File: src/rtl/mips_pkg.sv
// Shared MIPS core definitions: ALU op codes (also used by the ALU decoder) and the ID/EX control bundle.
// The ovf_check field exists only when EX_OVF_TRAP_EN is defined.
package mips_pkg;

  localparam logic [3:0] ALU_AND  = 4'b0000;
  localparam logic [3:0] ALU_OR   = 4'b0001;
  localparam logic [3:0] ALU_ADD  = 4'b0010;
  localparam logic [3:0] ALU_SLT  = 4'b0011;
  localparam logic [3:0] ALU_XOR  = 4'b0100;
  localparam logic [3:0] ALU_NOR  = 4'b0101;
  localparam logic [3:0] ALU_SUB  = 4'b0110;
  localparam logic [3:0] ALU_LUI  = 4'b0111;
  localparam logic [3:0] ALU_SLTU = 4'b1000;

  typedef struct packed {
    logic       valid;
    logic       reg_write;
    logic [4:0] write_reg;
    logic [3:0] alu_ctrl;
`ifdef EX_OVF_TRAP_EN
    logic       ovf_check;
`endif
  } idex_ctrl_t;

  localparam idex_ctrl_t IDEX_BUBBLE = '0;

endpackage

File: src/rtl/alu_core.sv
// Combinational MIPS ALU: result for the 4-bit op code plus an A==B flag for branches.
module alu_core
  import mips_pkg::*;
#(
  parameter int WIDTH = 32
) (
  input  logic [WIDTH-1:0] a_i,
  input  logic [WIDTH-1:0] b_i,
  input  logic [3:0]       op_i,
  output logic [WIDTH-1:0] result_o,
  output logic             eq_o
);

  always_comb begin
    result_o = '0;
    unique case (op_i)
      ALU_AND:  result_o = a_i & b_i;
      ALU_OR:   result_o = a_i | b_i;
      ALU_ADD:  result_o = a_i + b_i;
      ALU_SLT:  result_o = {{(WIDTH-1){1'b0}}, ($signed(a_i) < $signed(b_i))};
      ALU_XOR:  result_o = a_i ^ b_i;
      ALU_NOR:  result_o = ~(a_i | b_i);
      ALU_SUB:  result_o = a_i - b_i;
      ALU_LUI:  result_o = {b_i[15:0], {(WIDTH-16){1'b0}}};
      ALU_SLTU: result_o = {{(WIDTH-1){1'b0}}, (a_i < b_i)};
      default:  result_o = '0;
    endcase
  end

  assign eq_o = (a_i == b_i);

endmodule

File: src/rtl/ex_alu_stage.sv
// MIPS execute stage: ID/EX register, ALU, EX/MEM register with stall/flush handling.
// Define EX_OVF_TRAP_EN to add OvfCheckD/OverflowM signed-overflow trapping for add/sub.
module ex_alu_stage
  import mips_pkg::*;
#(
  parameter int WIDTH = 32
) (
  input  logic             clk,
  input  logic             rst_n,
  input  logic             StallE,
  input  logic             FlushE,
  input  logic             ValidD,
  input  logic [3:0]       ALUControlD,
  input  logic [WIDTH-1:0] SrcAD,
  input  logic [WIDTH-1:0] SrcBD,
  input  logic             RegWriteD,
  input  logic [4:0]       WriteRegD,
`ifdef EX_OVF_TRAP_EN
  input  logic             OvfCheckD,
  output logic             OverflowM,
`endif
  output logic [WIDTH-1:0] ALUResultE,
  output logic [WIDTH-1:0] ALUResultM,
  output logic             ZeroM,
  output logic             RegWriteM,
  output logic [4:0]       WriteRegM,
  output logic             ValidM
);

  idex_ctrl_t       ctrl_q, ctrl_d;
  logic [WIDTH-1:0] src_a_q, src_b_q;
  logic             eq_e;
  logic             issue_e;
  logic             trap_e;

  logic [WIDTH-1:0] result_m_q;
  logic             zero_m_q, reg_write_m_q, valid_m_q;
  logic [4:0]       write_reg_m_q;

  always_comb begin
    ctrl_d           = IDEX_BUBBLE;
    ctrl_d.valid     = ValidD;
    ctrl_d.reg_write = RegWriteD;
    ctrl_d.write_reg = WriteRegD;
    ctrl_d.alu_ctrl  = ALUControlD;
`ifdef EX_OVF_TRAP_EN
    ctrl_d.ovf_check = OvfCheckD;
`endif
  end

  // Flush outranks stall so a squashed instruction never lingers in EX.
  always_ff @(posedge clk) begin
    if (!rst_n || FlushE) begin
      ctrl_q  <= IDEX_BUBBLE;
      src_a_q <= '0;
      src_b_q <= '0;
    end else if (!StallE) begin
      ctrl_q  <= ctrl_d;
      src_a_q <= SrcAD;
      src_b_q <= SrcBD;
    end
  end

  alu_core #(.WIDTH(WIDTH)) u_alu (
    .a_i      (src_a_q),
    .b_i      (src_b_q),
    .op_i     (ctrl_q.alu_ctrl),
    .result_o (ALUResultE),
    .eq_o     (eq_e)
  );

  // A held instruction reaches MEM only once, on the cycle the stall releases.
  assign issue_e = ctrl_q.valid && !StallE;

`ifdef EX_OVF_TRAP_EN
  logic ovf_e;
  logic overflow_m_q;

  always_comb begin
    ovf_e = 1'b0;
    if (ctrl_q.alu_ctrl == ALU_ADD)
      ovf_e = (src_a_q[WIDTH-1] == src_b_q[WIDTH-1]) &&
              (ALUResultE[WIDTH-1] != src_a_q[WIDTH-1]);
    else if (ctrl_q.alu_ctrl == ALU_SUB)
      ovf_e = (src_a_q[WIDTH-1] != src_b_q[WIDTH-1]) &&
              (ALUResultE[WIDTH-1] != src_a_q[WIDTH-1]);
  end

  assign trap_e = issue_e && ctrl_q.ovf_check && ovf_e;

  always_ff @(posedge clk) begin
    if (!rst_n) overflow_m_q <= 1'b0;
    else        overflow_m_q <= trap_e;
  end

  assign OverflowM = overflow_m_q;
`else
  assign trap_e = 1'b0;
`endif

  always_ff @(posedge clk) begin
    if (!rst_n) begin
      result_m_q    <= '0;
      zero_m_q      <= 1'b0;
      reg_write_m_q <= 1'b0;
      write_reg_m_q <= '0;
      valid_m_q     <= 1'b0;
    end else begin
      result_m_q    <= ALUResultE;
      zero_m_q      <= eq_e;
      reg_write_m_q <= issue_e && ctrl_q.reg_write && !trap_e;
      write_reg_m_q <= ctrl_q.write_reg;
      valid_m_q     <= issue_e;
    end
  end

  assign ALUResultM = result_m_q;
  assign ZeroM      = zero_m_q;
  assign RegWriteM  = reg_write_m_q;
  assign WriteRegM  = write_reg_m_q;
  assign ValidM     = valid_m_q;

endmodule

File: config.mk
export PLATFORM = sky130hd
export DESIGN_NAME = ex_alu_stage
export DESIGN_NICKNAME = d
export VERILOG_FILES = /design/src/rtl/mips_pkg.sv /design/src/rtl/alu_core.sv /design/src/rtl/ex_alu_stage.sv
export SDC_FILE = /design/constraint.sdc
export NUM_CORES = 1
export LEC_CHECK = 0
export ABC_AREA = 1
export BUFFER_PORTS_ARGS = -buffer_cell sky130_fd_sc_hd__buf_2
export CORE_MARGIN = 2
export CORE_UTILIZATION = 40
export DETAILED_ROUTE_END_ITERATION = 7
export PLACE_DENSITY = 0.58
export SYNTH_ARGS = -nofsm -noshare
export SYNTH_HDL_FRONTEND = slang
export SYNTH_HIERARCHICAL = 1
export SYNTH_SLANG_ARGS = --single-unit
File: constraint.sdc
create_clock -name clk -period 2.7 [get_ports clk]
set_input_delay 0.27 -clock clk [delete_from_list [all_inputs] [get_ports clk]]
set_output_delay 0.27 -clock clk [all_outputs]
set_load 0.02 [all_outputs]
==> results of run 1 <==
[area by class of cell]
class,count,area share (%)
timing repair buffer,363,16.7
clock inverter,15,1.25
inverter,358,8.76
clock buffer,17,2.72
multi-input combinational,1283,52.8
tap,335,2.68
sequential,115,15.2
[final timing paths]
kind | endpoint | slack (ns)
worst max-delay path | ALUResultE[0] | -0.09
worst min-delay path | src_b_q[28] | 0.07
worst max register to register | ALUResultM[20] | 0.38
worst min register to register | WriteRegM[4] | 0.43
[repair_timing]
item,4_1_cts,5_1_grt
pin swaps,38,103
setup buffers,15,30
setup endpoints to repair,31,29
gates resized for setup,281,342
[registers in the layout, indices dropped and copies added (netlist names)]
name,count
ZeroM,1
ctrl_q,11
WriteRegM,5
src_a_q,32
RegWriteM,1
ALUResultM,32
src_b_q,32
ValidM,1
[critical path: stages (launching register included)]
cell and delay [ns]:
dfxtp_2 0.35, inv_2 0.06, ha_4 0.34, clkinvlp_4 0.20, nand2_1 0.10, nand2_1 0.06, o21bai_2 0.21, nand2_1 0.08
nand2_1 0.06, a21oi_2 0.17, nand3_1 0.09, nand2_1 0.07, inv_1 0.06, nand2_2 0.10, buf_6 0.12
[metrics by stage]
| step | utilization, % | hold WS (ns) | std cells | setup slack (ns) | setup TNS, ns |
|---|---|---|---|---|---|
| 5_1_grt | 60.3 | 0.0735 | 2486 | -0.150 | -2.31 |
| 3_5_place_dp | 48.6 | 0.419 | 2409 | -0.216 | -0.437 |
| 6_report | 60.3 | 0.0679 | 2486 | -0.0853 | -0.378 |
| 3_3_place_gp | 48.6 | 0.416 | 2409 | -0.201 | -0.400 |
| 4_1_cts | 55.4 | 0.0630 | 2456 | -0.0868 | -0.736 |
| 2_1_floorplan | - | 0.407 | 1823 | 0.560 | 0 |
[power by group]
part / total [µW] / internal, µW / switching (µW)
sequential: 1770 / 1740 / 29.8
clock: 2550 / 1480 / 1060
combinational: 1920 / 744 / 1180
[cell families (layout without fill, tap and decap cells)]
family,Yosys count,after routing
and+or+nand+nor,941,941
buffers and inverters,425,753
AOI/OAI and AO/OA,238,238
DFF,115,115
adders and majority gates,104,104
[cell usage in the layout (no fill, tap or decap), types with 13 or more instances in the layout]
cell,n
nor2_1,64
a21oi_1,106
nand3_1,75
buf_4,202
ha_4,32
nand2_1,539
nand3_2,36
dfxtp_2,39
a21oi_2,27
dfxtp_1,70
buf_6,30
inv_1,289
nand3_4,13
buf_2,123
o22ai_1,19
nand2_4,22
o21ai_0,24
nand2_2,94
inv_2,58
clkbuf_16,17
nor2_2,34
ha_1,68
nor2_4,32
[metal layers]
layer | GRT usage [%] | wire length, µm
met3 | 6.15 | 4130
met4 | 9.82 | 1470
met1 | 47.0 | 21900
met2 | 48.2 | 19400
met5 | 0 | 0
==> summary.md, run 1 <==
| Metric | Value |
|---|---|
| Die area | `between 20,000 and 30,000 µm²` |
| Sequential fraction of the synthesis area | `about 22%` |
| Nets@finish | `2,321` |
| Area of the multi-input gates | `~8300 µm²` |
| Rows | `approximately 60` |
| Syn Inst Count | `1,823` |
| I/O Buffers | `150` |
| Hold Crit Class | `in -> reg` |
| P&R area growth vs syn | `48.7%` |
| Power per cell area | `~400 nW/µm²` |
| DRT iter0 DRCs | `about 1,100` |
| Clock Skew | `0.0141 ns` |
| First-pass GRT wire length | `68.1 mm` |
| Drt pass-1 iters | `5` |
| Initial antenna violation count | `0` |
| GR Overflow Total | `0` |
| Die X | `approximately 170 µm` |
| Fmax | `between 0.3 and 0.4 GHz` |
| Crit Path Max Fanout | `5` |
| Via Count | `roughly 13,000` |
| Post-layout min period | `2.79 ns` |
| CTS tree | `done` |
| Routability Congestion | `1.00` |
| CTS Buf Count | `17` |
| Type of origin of the critical path | `flip-flop` |
| Synthesis Warnings | `6` |
| Slew Limit Fails | `0` |
| Max Cap Viol | `0` |
| Final hold vios | `0` |
| Clock slew seen by the registers of the worst setup and hold paths | `0.07 ns` |
| RSZ-0062 raised after global routing | `yes` |
| Post-synthesis mux area share | `0%` |
| Vias in the first global route | `about 12,000` |
| Crit Path Category | `reg -> out` |
| Final-layout fill cell count | `2,617` |
| Yosys cell types | `37` |
| Chip Height | `~170 µm` |
| Post-synth top area cell | `nand2_1` |
| Post-Syn Area | `10,500 µm²` |
| Vias/cell | `5.16` |
| Max_slew headroom | `42.1%` |
| Synth Register Bits | `115` |
| Commonest cells in the netlist | `nand2_1, inv_1, a21oi_1` |
| Max Buffers Root-to-Sink | `2` |
| Leak | `0.00828 µW` |
| Post-CTS Hold Buffers | `0` |
| Number of antenna diodes | `0` |
| CTS HTree Levels | `4` |
| IO Count | `151` |
| Final wirelength | `between 40 and 50 mm` |
| Synth Flop Type | `dfxtp_1` |
| Post-synth EDFFs | `0` |
| Avg Inst Size Synth | `5.78 µm²` |
| Setup-failing EPs final | `11` |
| Worst R2R Path Depth | `17` |
| Largest net degree at the start of global routing | `78` |
| Syn nets | `between 2,000 and 2,500` |
| Worst-skew pair later-pin latency | `between 0.4 and 0.5 ns` |
| Element type at the critical path end | `primary output` |
| Post-Synth Adder-Cell Area | `12.5%` |
| Gr usage total | `32.3%` |
| Core ar. | `26,000 µm²` |
| Crit path from | `src_b_q[27]` |
| Synth Area in Simple Gates | `between 30% and 40%` |
| Sequential standard cell area | `2370 µm²` |
| Setup ws final | `-0.0853 ns` |
| Most common cell in the netlist | `nand2_1` |
| Crit path required time | `2.43 ns` |
| Top cell type's share of synthesized area | `between 20% and 30%` |
| HPWL Detailed | `35.7 mm` |
| Synth Area in XOR/XNOR | `0%` |
| Critical Path AT | `2.52 ns` |
| Tcrit/Tclk final | `103%` |
| Fraction of the mapped netlist area in compound gates | `about an eighth` |
| Sinks on Clock Net | `115` |
| Outcome | `complete, but fails checks` |
| Failing checks | `setup timing` |
| Ranking of synthesized cells by area | `nand2_1, dfxtp_1, inv_1, ha_1, a21oi_1` |
| Area after DPL | `12,600 µm²` |
| Initial core utilization | `40.5%` |
| Total power | `6240 µW` |
| DRC viols | `0` |
| Post-synth ARST share | `0%` |
| Worst-margin pin slew | `0.868 ns` |
| Hold path cells | `3` |
| Clk root buf | `clkbuf_16` |
| Combinational family with the most area after synthesis | `simple AND/OR/NAND/NOR gates` |
| Post-route antenna net violation count | `0` |
| Reg2reg start | `src_b_q[0]` |
| Hold wc startpoint | `SrcBD[28]` |
| Peak supply drop | `about 330 µV` |
| Routed WL per cell | `18.9 µm` |
| Share of cells above drive strength 1 | `38.9%` |
| Fin area | `15,700 µm²` |
Note: power is estimated with default switching activity, not from simulation.
==> run 2, diff against run 1 <==
BUFFER_PORTS_ARGS = -buffer_cell sky130_fd_sc_hd__buf_4   (was -buffer_cell sky130_fd_sc_hd__buf_2)
==> run 2 against run 1 <==
The flow still finishes with violations (setup timing). Power fell by 1.6%. Cell area rose by 1.0%. Fmax fell by 1.2%. Die area did not move. Critical path depth fell by 1. Cell count rose by 0.68%. Via count barely moved. Global-route usage rose by 0.53 points. Hold slack improved by 0.0058 ns. Worst setup slack got worse by 0.035 ns.
==> summary.md, run 2 (synthesis gave the netlist of run 1 again) <==
| Metric | Value |
|---|---|
| CP peak stage delay | `0.39 ns (+0.04 ns)` |
| Most common cell after layout, fill and taps aside | `nand2_1` |
| Element type at the critical path end | `primary output` |
| RR Endpoint | `ALUResultM[12]` |
| I/O Buffers | `150 (unchanged)` |
| Failing checks | `setup timing` |
| Clock slew seen by the registers of the worst setup and hold paths | `0.07 ns (about the same)` |
| Reg2reg start | `src_a_q[0]` |
| Max Cap Viol | `0 (unchanged)` |
| Tcrit/Tclk final | `104% (+1.3 points)` |
| Crit path from | `src_a_q[0]` |
| Seq pwr share | `28.8% (+0.4 points)` |
| Hold Crit Class | `in -> reg` |
| Clk root buf | `clkbuf_16` |
| Most frequent cells in the layout | `nand2_1, buf_4, inv_1` |
| Post-route antenna net violation count | `0 (unchanged)` |
| RSZ-0062 raised after global routing | `yes` |
| Sw Share | `36.4% (-0.057 points)` |
| Die area | `27,700 µm² (unchanged)` |
| DRT iter0 DRCs | `1,135 (+3.1%)` |
| Clock Skew | `0.0179 ns (+0.00377 ns)` |
| IO Count | `151 (unchanged)` |
| Core ar. | `26,000 µm² (unchanged)` |
| Setup ws final | `-0.120 ns (-0.0345 ns)` |
| Initial core utilization | `40.5% (unchanged)` |
| Largest net degree at the start of global routing | `78 (unchanged)` |
| P_int | `3910 µW (-1.5%)` |
| Worst R2R Path Depth | `15 (-2)` |
| GR Overflow Total | `0 (unchanged)` |
| Routed WL per cell | `18.8 µm (-0.50%)` |
| Area after DPL | `13,100 µm² (+3.9%)` |
| Chip Height | `166 µm (unchanged)` |
| CTS tree | `done` |
| Post-layout min period | `2.82 ns (+0.0345 ns)` |
| Vias in the first global route | `12,160 (+3.0%)` |
| Crit path required time | `2.43 ns (about the same)` |
| Comb power frac | `30.4% (-0.4 points)` |
| Critical-path cell list | `inv_4 > ha_4 > inv_4 > fa_2 > nand2_2 > nand2_2 > nand3_2 > nand2_4 > buf_4 > o21ai_2 > inv_1 > o211ai_1 > buf_4` |
| Max_slew headroom | `40.8% (-1.4 points)` |
| First-pass GRT wire length | `69.4 mm (+2.0%)` |
| Max Buffers Root-to-Sink | `2 (unchanged)` |
| Area of the multi-input gates | `8050 µm² (-2.6%)` |
| Leak | `0.00831 µW (+0.34%)` |
| Slew Limit Fails | `0 (unchanged)` |
| Rows | `59 (unchanged)` |
| Routability Congestion | `0.955 (-4.6%)` |
| CTS HTree Levels | `4 (unchanged)` |
| Setup-failing EPs final | `17 (+6)` |
| Final setup TNS | `-0.940 ns (-0.562 ns)` |
| Crit Path Category | `reg -> out` |
| Vias/cell | `5.13 (-0.76%)` |
| Post-Place Worst Slack | `-0.226 ns (-0.0103 ns)` |
| Peak supply drop | `318 µV (-5.1%)` |
| Power per cell area | `388 nW/µm² (-2.6%)` |
| Initial antenna violation count | `0 (unchanged)` |
| P&R area growth vs syn | `50.2%` |
| Clock group share of total power | `40.7% (about the same)` |
| Hold slack | `0.0737 ns (+0.00584 ns)` |
| Worst-margin pin slew | `0.889 ns (+0.0205 ns)` |
| DRC viols | `0 (unchanged)` |
| Final-layout fill cell count | `2,597 (-0.76%)` |
| Switching Power | `2230 µW (-1.8%)` |
| Total placed cells including tap cells | `2,429 (+0.83%)` |
| HPWL Detailed | `36.4 mm (+2.1%)` |
| Final wirelength | `47.0 mm (+0.18%)` |
| Number of antenna diodes | `0 (unchanged)` |
| Worst-skew pair later-pin latency | `0.44 ns (about the same)` |
| Flop2flop setup slack | `0.44 ns (+0.06 ns)` |
| Sinks on Clock Net | `115 (unchanged)` |
| Share of cells above drive strength 1 | `37.3% (-1.6 points)` |
| Final hold vios | `0 (unchanged)` |
| Nets@finish | `2,338 (+0.73%)` |
| CTS Buf Count | `17 (unchanged)` |
| Gr usage total | `32.8% (+0.53 points)` |
| Drt pass-1 iters | `5 (unchanged)` |
| Critical Path AT | `2.55 ns (+0.03 ns)` |
| Via Count | `12,828 (-0.086%)` |
| Die X | `166 µm (unchanged)` |
| Outcome | `complete, but fails checks` |
| Crit path capture | `ALUResultE[6]` |
| Type of origin of the critical path | `flip-flop` |
| Slowest CP cell | `fa_2` |
| Fmax | `0.355 GHz (-1.2%)` |
| Sequential standard cell area | `2360 µm² (-0.58%)` |
| Fin area | `15,800 µm² (+1.0%)` |
| Crit Path Max Fanout | `4 (-1)` |
| Count of non-filler cells in the finished layout | `2,503 (+0.68%)` |
==> run 2: cell count changes in the layout (fill, tap and decap cells not counted), sizes merged <==
cell	previous run	this run
buf	362	380
inv	362	367
clkinv	7	3
bufinv	3	2
clkbuf	18	17
==> run 2: power by group through the flow <==
stage                     combinational (µW)  clock [µW]  sequential, µW
after floorplan                          797           0            1820
after detailed placement                1440           0            1810
after CTS                               1660        2520            1770
after global placement                  1440           0            1810
after global routing                    2010        2590            1780
final                                   1870        2500            1770
==> run 2: worst min-delay path by stage <==
stage                     startpoint            to  slack (ns)  depth (start not counted)
after CTS                   SrcBD[0]    src_b_q[0]        0.07                          3
after detailed placement   ctrl_q[8]  WriteRegM[4]        0.42                          2
final                       SrcBD[9]    src_b_q[9]        0.07                          3
after global placement     ctrl_q[4]  WriteRegM[0]        0.41                          2
after floorplan            ctrl_q[4]  WriteRegM[0]        0.41                          2
after global routing        SrcBD[0]    src_b_q[0]        0.07                          3
==> run 2: through the flow <==
step | total power (µW) | utilization, %
after floorplan | 2620 | -
after CTS | 5950 | 57.4
after global routing | 6380 | 60.9
after detailed placement | 3250 | 50.5
after global placement | 3240 | 50.5
final | 6140 | 60.9
==> run 2: what timing repair did <==
action                                  4_1_cts  5_1_grt
setup buffers                                21       21
hold buffers                                  0        0
hold endpoints to repair                      0        0
resized for setup                           273      252
cloned                                        0        0
endpoints found under the setup margin       32       31
pin swaps                                    50       70
==> run 2: worst max-delay path: cells and delay by family (launching register included) <==
kind            cells  cell delay [ns]
flops               1             0.37
compound gates      2             0.41
fa+ha+maj           2             0.52
buf+inv             5             0.50
simple gates        4             0.33
==> run 2: final cells by class <==
type                    count  area share [%]
clock buffers              17            2.69
clock inverters            15            1.19
inverters                 358            8.68
multi-input cells        1283            50.9
flip-flops and latches    115            14.9
well taps                 335            2.65
repair buffers            380            19.0
==> run 2: metal layers <==
| layer | global-route usage [%] | share of wire (%) |
|---|---|---|
| met2 | 48.5 | 41 |
| met3 | 8.67 | 8.5 |
| met5 | 0 | 0 |
| met1 | 46.3 | 47 |
| met4 | 11.0 | 3.1 |
